## config.mk

```make
export PLATFORM = sky130hd
export DESIGN_NAME = wb_stage_flat
export DESIGN_NICKNAME = d
export VERILOG_FILES = /design/src/rtl/wb_stage_pkg.sv /design/src/rtl/wb_stage_if.sv /design/src/rtl/wb_stage_bypass_reg.sv /design/src/rtl/wb_stage.sv /design/src/flat_wrapper.sv
export SDC_FILE = /design/constraint.sdc
export NUM_CORES = 1
export LEC_CHECK = 0
export CAP_MARGIN = 10
export CORE_MARGIN = 1
export CORE_UTILIZATION = 47
export DETAILED_ROUTE_END_ITERATION = 12
export PLACE_DENSITY_LB_ADDON = 0.12
export SYNTH_ARGS = -nofsm -noshare
export SYNTH_HDL_FRONTEND = slang
export SYNTH_HIERARCHICAL = 1
export SYNTH_SLANG_ARGS = --single-unit
```

## constraint.sdc

```tcl
create_clock -name clk -period 2.5 [get_ports clk]
set_input_delay 0.25 -clock clk [delete_from_list [all_inputs] [get_ports clk]]
set_output_delay 0.25 -clock clk [all_outputs]
set_load 0.02 [all_outputs]
```

## src/rtl/wb_stage_pkg.sv

```systemverilog
// wb_stage_pkg: shared MEM/WB control-bit indices, default widths and bubble encoding.
package wb_stage_pkg;
    localparam int DEF_DATA_W     = 32;
    localparam int DEF_REG_ADDR_W = 5;
    localparam int WB_REGWRITE    = 1;
    localparam int WB_MEMTOREG    = 0;
    localparam logic [1:0] WB_BUBBLE = 2'b00;
endpackage

```

## src/rtl/wb_stage_if.sv

```systemverilog
// wb_stage_if: MEM-side inputs, register-file write port and bypass outputs of the WB stage.
interface wb_stage_if
    import wb_stage_pkg::*;
#(
    parameter int DATA_W     = DEF_DATA_W,
    parameter int REG_ADDR_W = DEF_REG_ADDR_W
);
    logic [1:0]            wb_in;
    logic [DATA_W-1:0]     mem_data;
    logic [DATA_W-1:0]     alu_result;
    logic [REG_ADDR_W-1:0] write_reg_in;
    logic                  valid_in;
    logic                  stall;
    logic                  flush;
    logic                  RegWrite;
    logic [DATA_W-1:0]     Writedata;
    logic [REG_ADDR_W-1:0] WriteReg;
    logic                  bypass_valid;
    logic [REG_ADDR_W-1:0] bypass_reg;
    logic [DATA_W-1:0]     bypass_data;
    modport master (
        output wb_in, mem_data, alu_result, write_reg_in, valid_in, stall, flush,
        input  RegWrite, Writedata, WriteReg, bypass_valid, bypass_reg, bypass_data
    );
    modport slave (
        input  wb_in, mem_data, alu_result, write_reg_in, valid_in, stall, flush,
        output RegWrite, Writedata, WriteReg, bypass_valid, bypass_reg, bypass_data
    );
endinterface

```

## src/rtl/wb_stage_bypass_reg.sv

```systemverilog
// wb_bypass_reg: one-entry record of the last committed register write, live for one cycle.
module wb_bypass_reg
    import wb_stage_pkg::*;
#(
    parameter int DATA_W     = DEF_DATA_W,
    parameter int REG_ADDR_W = DEF_REG_ADDR_W
) (
    input  logic                  clk,
    input  logic                  rst,
    input  logic                  en,
    input  logic [REG_ADDR_W-1:0] write_reg,
    input  logic [DATA_W-1:0]     write_data,
    output logic                  valid,
    output logic [REG_ADDR_W-1:0] byp_reg,
    output logic [DATA_W-1:0]     byp_data
);
    always_ff @(posedge clk or posedge rst) begin
        if (rst) begin
            valid    <= 1'b0;
            byp_reg  <= '0;
            byp_data <= '0;
        end else begin
            valid <= en;
            if (en) begin
                byp_reg  <= write_reg;
                byp_data <= write_data;
            end
        end
    end
endmodule

```

## src/rtl/wb_stage.sv

```systemverilog
// wb_stage: MIPS write-back stage driving the register-file write port plus a one-cycle bypass.
// Optional retire counter enabled by defining WB_RETIRE_COUNT_EN.
module wb_stage
    import wb_stage_pkg::*;
#(
    parameter int DATA_W     = DEF_DATA_W,
    parameter int REG_ADDR_W = DEF_REG_ADDR_W
`ifdef WB_RETIRE_COUNT_EN
    , parameter int CNT_W    = 32
`endif
) (
    input  logic clk,
    input  logic rst,
    wb_stage_if.slave bus
`ifdef WB_RETIRE_COUNT_EN
    , output logic [CNT_W-1:0] retire_count
`endif
);
    logic                  v_q;
    logic                  committed;
    logic [1:0]            wb_q;
    logic [DATA_W-1:0]     md_q;
    logic [DATA_W-1:0]     ar_q;
    logic [REG_ADDR_W-1:0] rd_q;
    logic                  commit;

    always_ff @(posedge clk or posedge rst) begin
        if (rst) begin
            v_q       <= 1'b0;
            committed <= 1'b0;
            wb_q      <= WB_BUBBLE;
            md_q      <= '0;
            ar_q      <= '0;
            rd_q      <= '0;
        end else if (bus.flush) begin
            v_q       <= 1'b0;
            committed <= 1'b0;
            wb_q      <= WB_BUBBLE;
            md_q      <= '0;
            ar_q      <= '0;
            rd_q      <= '0;
        end else if (bus.stall) begin
            // a held instruction commits on its first edge only
            committed <= committed | v_q;
        end else begin
            v_q       <= bus.valid_in;
            committed <= 1'b0;
            wb_q      <= bus.wb_in;
            md_q      <= bus.mem_data;
            ar_q      <= bus.alu_result;
            rd_q      <= bus.write_reg_in;
        end
    end

    assign commit        = v_q & ~committed;
    assign bus.Writedata = wb_q[WB_MEMTOREG] ? md_q : ar_q;
    assign bus.WriteReg  = rd_q;
    assign bus.RegWrite  = v_q & wb_q[WB_REGWRITE] & (rd_q != '0);

    wb_bypass_reg #(.DATA_W(DATA_W), .REG_ADDR_W(REG_ADDR_W)) u_bypass (
        .clk        (clk),
        .rst        (rst),
        .en         (bus.RegWrite & ~committed),
        .write_reg  (bus.WriteReg),
        .write_data (bus.Writedata),
        .valid      (bus.bypass_valid),
        .byp_reg    (bus.bypass_reg),
        .byp_data   (bus.bypass_data)
    );

`ifdef WB_RETIRE_COUNT_EN
    always_ff @(posedge clk or posedge rst) begin
        if (rst)
            retire_count <= '0;
        else if (commit)
            retire_count <= retire_count + 1'b1;
    end
`else
    logic unused_commit;
    assign unused_commit = commit;
`endif
endmodule

```

## src/flat_wrapper.sv

```systemverilog
// flat-port wrapper written by rule: the top's interface ports become plain ports
module wb_stage_flat import wb_stage_pkg::*;
#(
    parameter int DATA_W     = DEF_DATA_W,
    parameter int REG_ADDR_W = DEF_REG_ADDR_W

)
  (clk, rst, bus_wb_in, bus_mem_data, bus_alu_result, bus_write_reg_in, bus_valid_in, bus_stall, bus_flush, bus_RegWrite, bus_Writedata, bus_WriteReg, bus_bypass_valid, bus_bypass_reg, bus_bypass_data);
  wb_stage_if #(.DATA_W(DATA_W), .REG_ADDR_W(REG_ADDR_W)) bus_i ();
  input  logic clk;
  input  logic rst;
  input wire logic [$bits(bus_i.wb_in)-1:0] bus_wb_in;
  input wire logic [$bits(bus_i.mem_data)-1:0] bus_mem_data;
  input wire logic [$bits(bus_i.alu_result)-1:0] bus_alu_result;
  input wire logic [$bits(bus_i.write_reg_in)-1:0] bus_write_reg_in;
  input wire logic [$bits(bus_i.valid_in)-1:0] bus_valid_in;
  input wire logic [$bits(bus_i.stall)-1:0] bus_stall;
  input wire logic [$bits(bus_i.flush)-1:0] bus_flush;
  output wire logic [$bits(bus_i.RegWrite)-1:0] bus_RegWrite;
  output wire logic [$bits(bus_i.Writedata)-1:0] bus_Writedata;
  output wire logic [$bits(bus_i.WriteReg)-1:0] bus_WriteReg;
  output wire logic [$bits(bus_i.bypass_valid)-1:0] bus_bypass_valid;
  output wire logic [$bits(bus_i.bypass_reg)-1:0] bus_bypass_reg;
  output wire logic [$bits(bus_i.bypass_data)-1:0] bus_bypass_data;
  assign bus_i.wb_in = bus_wb_in;
  assign bus_i.mem_data = bus_mem_data;
  assign bus_i.alu_result = bus_alu_result;
  assign bus_i.write_reg_in = bus_write_reg_in;
  assign bus_i.valid_in = bus_valid_in;
  assign bus_i.stall = bus_stall;
  assign bus_i.flush = bus_flush;
  assign bus_RegWrite = bus_i.RegWrite;
  assign bus_Writedata = bus_i.Writedata;
  assign bus_WriteReg = bus_i.WriteReg;
  assign bus_bypass_valid = bus_i.bypass_valid;
  assign bus_bypass_reg = bus_i.bypass_reg;
  assign bus_bypass_data = bus_i.bypass_data;
  wb_stage #(.DATA_W(DATA_W), .REG_ADDR_W(REG_ADDR_W)) u_core (.clk(clk), .rst(rst), .bus(bus_i));
endmodule
```

==> impl_results.md <==
- Die X-Extent: roughly 110 um
- Routed wire per std cell: between 15 and 20 um
- Critical Path End Type: flop
- Worst-path maximum fanout: 24
- DR DRC count: 0
- Clk sinks: 111
- Nets@finish: between 500 and 600
- Final period utilization: 91.3%
- Port bufs: between 150 and 200
- CP arrival: around 2.5 ns
- Num rows: 37
- Antenna violations before repair: 0
- Register share of total power: ~50%
- Core area: 10400 um2
- Critical path's top delay family: compound AO/OA/AOI/OAI gates
- Biggest regs: u_core/ar_q (32), u_core/md_q (32), u_core/u_bypass/byp_data (32)
- Worst path cell trace: nor4_2 > a211oi_4 > buf_12 > mux2_2
- Psw: about 1.1 mW
- Mapped Cells: around 360
- Via count: approximately 3200
- Vias in the first global route: around 3400
- First-pass GRT wire length: around 18 mm
- RSZ-0062 raised after global routing: false
- Internal power: about 3.0 mW
- Status: complete, no violations
- DRT Wirelength: 11.0 mm
- Die H: between 100 and 150 um
- Pin count of the biggest net entering global routing: 42
- CP required: about 2.8 ns
- Most frequent cells in the layout: clkdlybuf4s50_1 (149), dfrtp_1 (110), nor2_1 (73)
- Mapped cell area: about 5100 um2
- Worst-Skew Late Latency: about 0.36 ns
- Dpl cell area: ~6600 um2
- Setup_tns: 0 ns
- Worst hold path type: in -> async
- Root Driver: clkbuf_8
- Area Growth Syn to Fin: 33.9%
- Hold Fails Final Rpt: 0
- Synth area leader: dfrtp_1
- H-tree lvl count: 3
- Leakage power: between 3 and 4 nW
- ANT nets after route: 0
- Iteration-0 DRC Markers: 84
- Gr usage total: between 20% and 30%
- Gr ovfl total: 0
- Clk slew on worst S/H paths: between 0.1 and 0.15 ns
- Combinational Power Share: between 20% and 30%
- Slew Limit Fails: 0
- Max IR drop VDD: ~0.35 mV
- Headroom to the max-slew limit: roughly a quarter
- Max-Cap Viols: 0
- Layout cells sized above 1: between 10% and 20%
- CP max stage delay: 0.95 ns
- Most common cell after layout, fill and taps aside: clkdlybuf4s50_1
- Fmax: around 440 MHz
- Synth Register Bits: roughly 110
- Mean post-synth cell area: between 10 and 15 um2
- Sw Ratio: between 20% and 30%
- Cts hold-fix bufs: 0
- Worst R2R Start: u_core/bus.WriteReg[3]$_DFFE_PP0P_
- Clock Skew: 0.0113 ns
- CP startpoint: u_core/bus.WriteReg[3]$_DFFE_PP0P_
- First drt pass iteration count: 4
- Setup crit start kind: flop
- CTS buffer count: 9
- Worst Tran Pin Value: roughly 1.1 ns
- Proportion of synthesized chip area in sequential cells: a little over half
- Min Tclk post-route: ~2.3 ns
- Mapped Nets: between 400 and 500
- CTS tree: done
- Yosys top cell area share: 54.5%
- N_diodes: 0
- Synth Warn #: 6
- Design Area, Final: between 6000 and 7000 um2
- Worst path slowest cell: a211oi_4
- GPL Wtd Cong: 0.775
- Die ar.: between 10000 and 15000 um2
- Clk buf depth: 2
- Worst path bufs/invs: 1
- I/O pin count: between 150 and 200
- Post-DP HPWL: between 7 and 8 mm
- Final Setup Violations: 0
- Vias per std cell: a little under 5
- Clock network power share: 26.8%
- Power Density: 601 nW/um2
- Synth cell types: 16
- Leading post-synthesis cells by cell area: dfrtp_1 (54%), mux2_4 (15%), mux2i_1 (14%), nor2_1 (5.4%), buf_12 (4.3%)
- CP Class: reg -> reg
- Initial Utilization: between 40 and 50%
[power groups by stage]
stage          Combinational [mW]  Sequential, mW  Clock, mW
5_1_grt                      1.04            2.05       1.20
3_5_place_dp                0.980            2.07          0
4_1_cts                     0.985            2.03       1.13
3_3_place_gp                0.964            2.06          0
6_report                    0.971            2.03       1.10
2_1_floorplan               0.450            2.15          0
[synth_stat cells]
library cell and count:
a21oi_1 1, clkbuf_1 2, buf_1 4, buf_2 2, nand2_1 1, buf_6 5, nor3b_2 1, buf_12 11
mux2_2 17, mux2i_1 72, nor4_1 1, mux2_4 52, inv_1 3, a211oi_1 1, dfrtp_1 111, nor2_1 73
[through the flow]
stage	std cells	hold slack [ns]	power (mW)	utilization, %	setup slack [ns]
after floorplan	357	0.403	2.60	-	0.397
after global placement	628	0.492	3.02	63.5	0.282
after detailed placement	628	0.497	3.05	63.5	0.179
after CTS	644	0.282	4.15	65.5	0.178
after global routing	644	0.316	4.28	65.5	0.0732
final	644	0.290	4.10	65.5	0.218
[repair_timing]
item	4_1_cts	5_1_grt
gates resized for setup	1	0
endpoints found under the setup margin	1	0
buffers inserted	0	0
[routing by layer]
metal  share of wire (%)  up-vias  GRT usage (%)
li1                    -     1498              -
met3                 5.3       13           5.46
met1                  44     1588           25.5
met4                 1.2        0           4.66
met5                   0        -              0
met2                  50       90           35.1
[area by class of cell]
class	count	area (um2)
clock inverters	6	68.8
repair buffers	159	1640
clock buffers	10	138
fillers	822	3590
inverters	3	11.3
well taps	136	170
flip-flops and latches	111	2780
multi-input cells	219	2020
[logic make-up (layout without fill, tap and decap cells)]
family	Yosys count	count (layout)	synth area share [%]
AND/OR/NAND/NOR	76	76	5.81
flip-flops	111	111	54.5
buffers and inverters	27	178	6.28
AO/OA/AOI/OAI	2	2	0.245
multiplexers	141	141	33.2
[path summary, 6_finish.rpt]
| path | to | slack [ns] | cells past startpoint |
|---|---|---|---|
| max | u_core/u_bypass/byp_data[14]$_DFFE_PP0P_ | 0.22 | 4 |
| max reg2reg | u_core/u_bypass/byp_data[14]$_DFFE_PP0P_ | 0.22 | 4 |
| min | u_core/u_bypass/byp_data[26]$_DFFE_PP0P_ | 0.29 | 2 |
| min in group clk | u_core/md_q[3]$_DFFE_PP0P_ | 0.37 | 3 |
| max in group asynchronous | u_core/wb_q[0]$_DFFE_PP0P_ | 1.50 | 3 |
| min reg2reg | u_core/u_bypass/byp_data[8]$_DFFE_PP0P_ | 0.52 | 1 |
(Power assumes the default switching activity.)
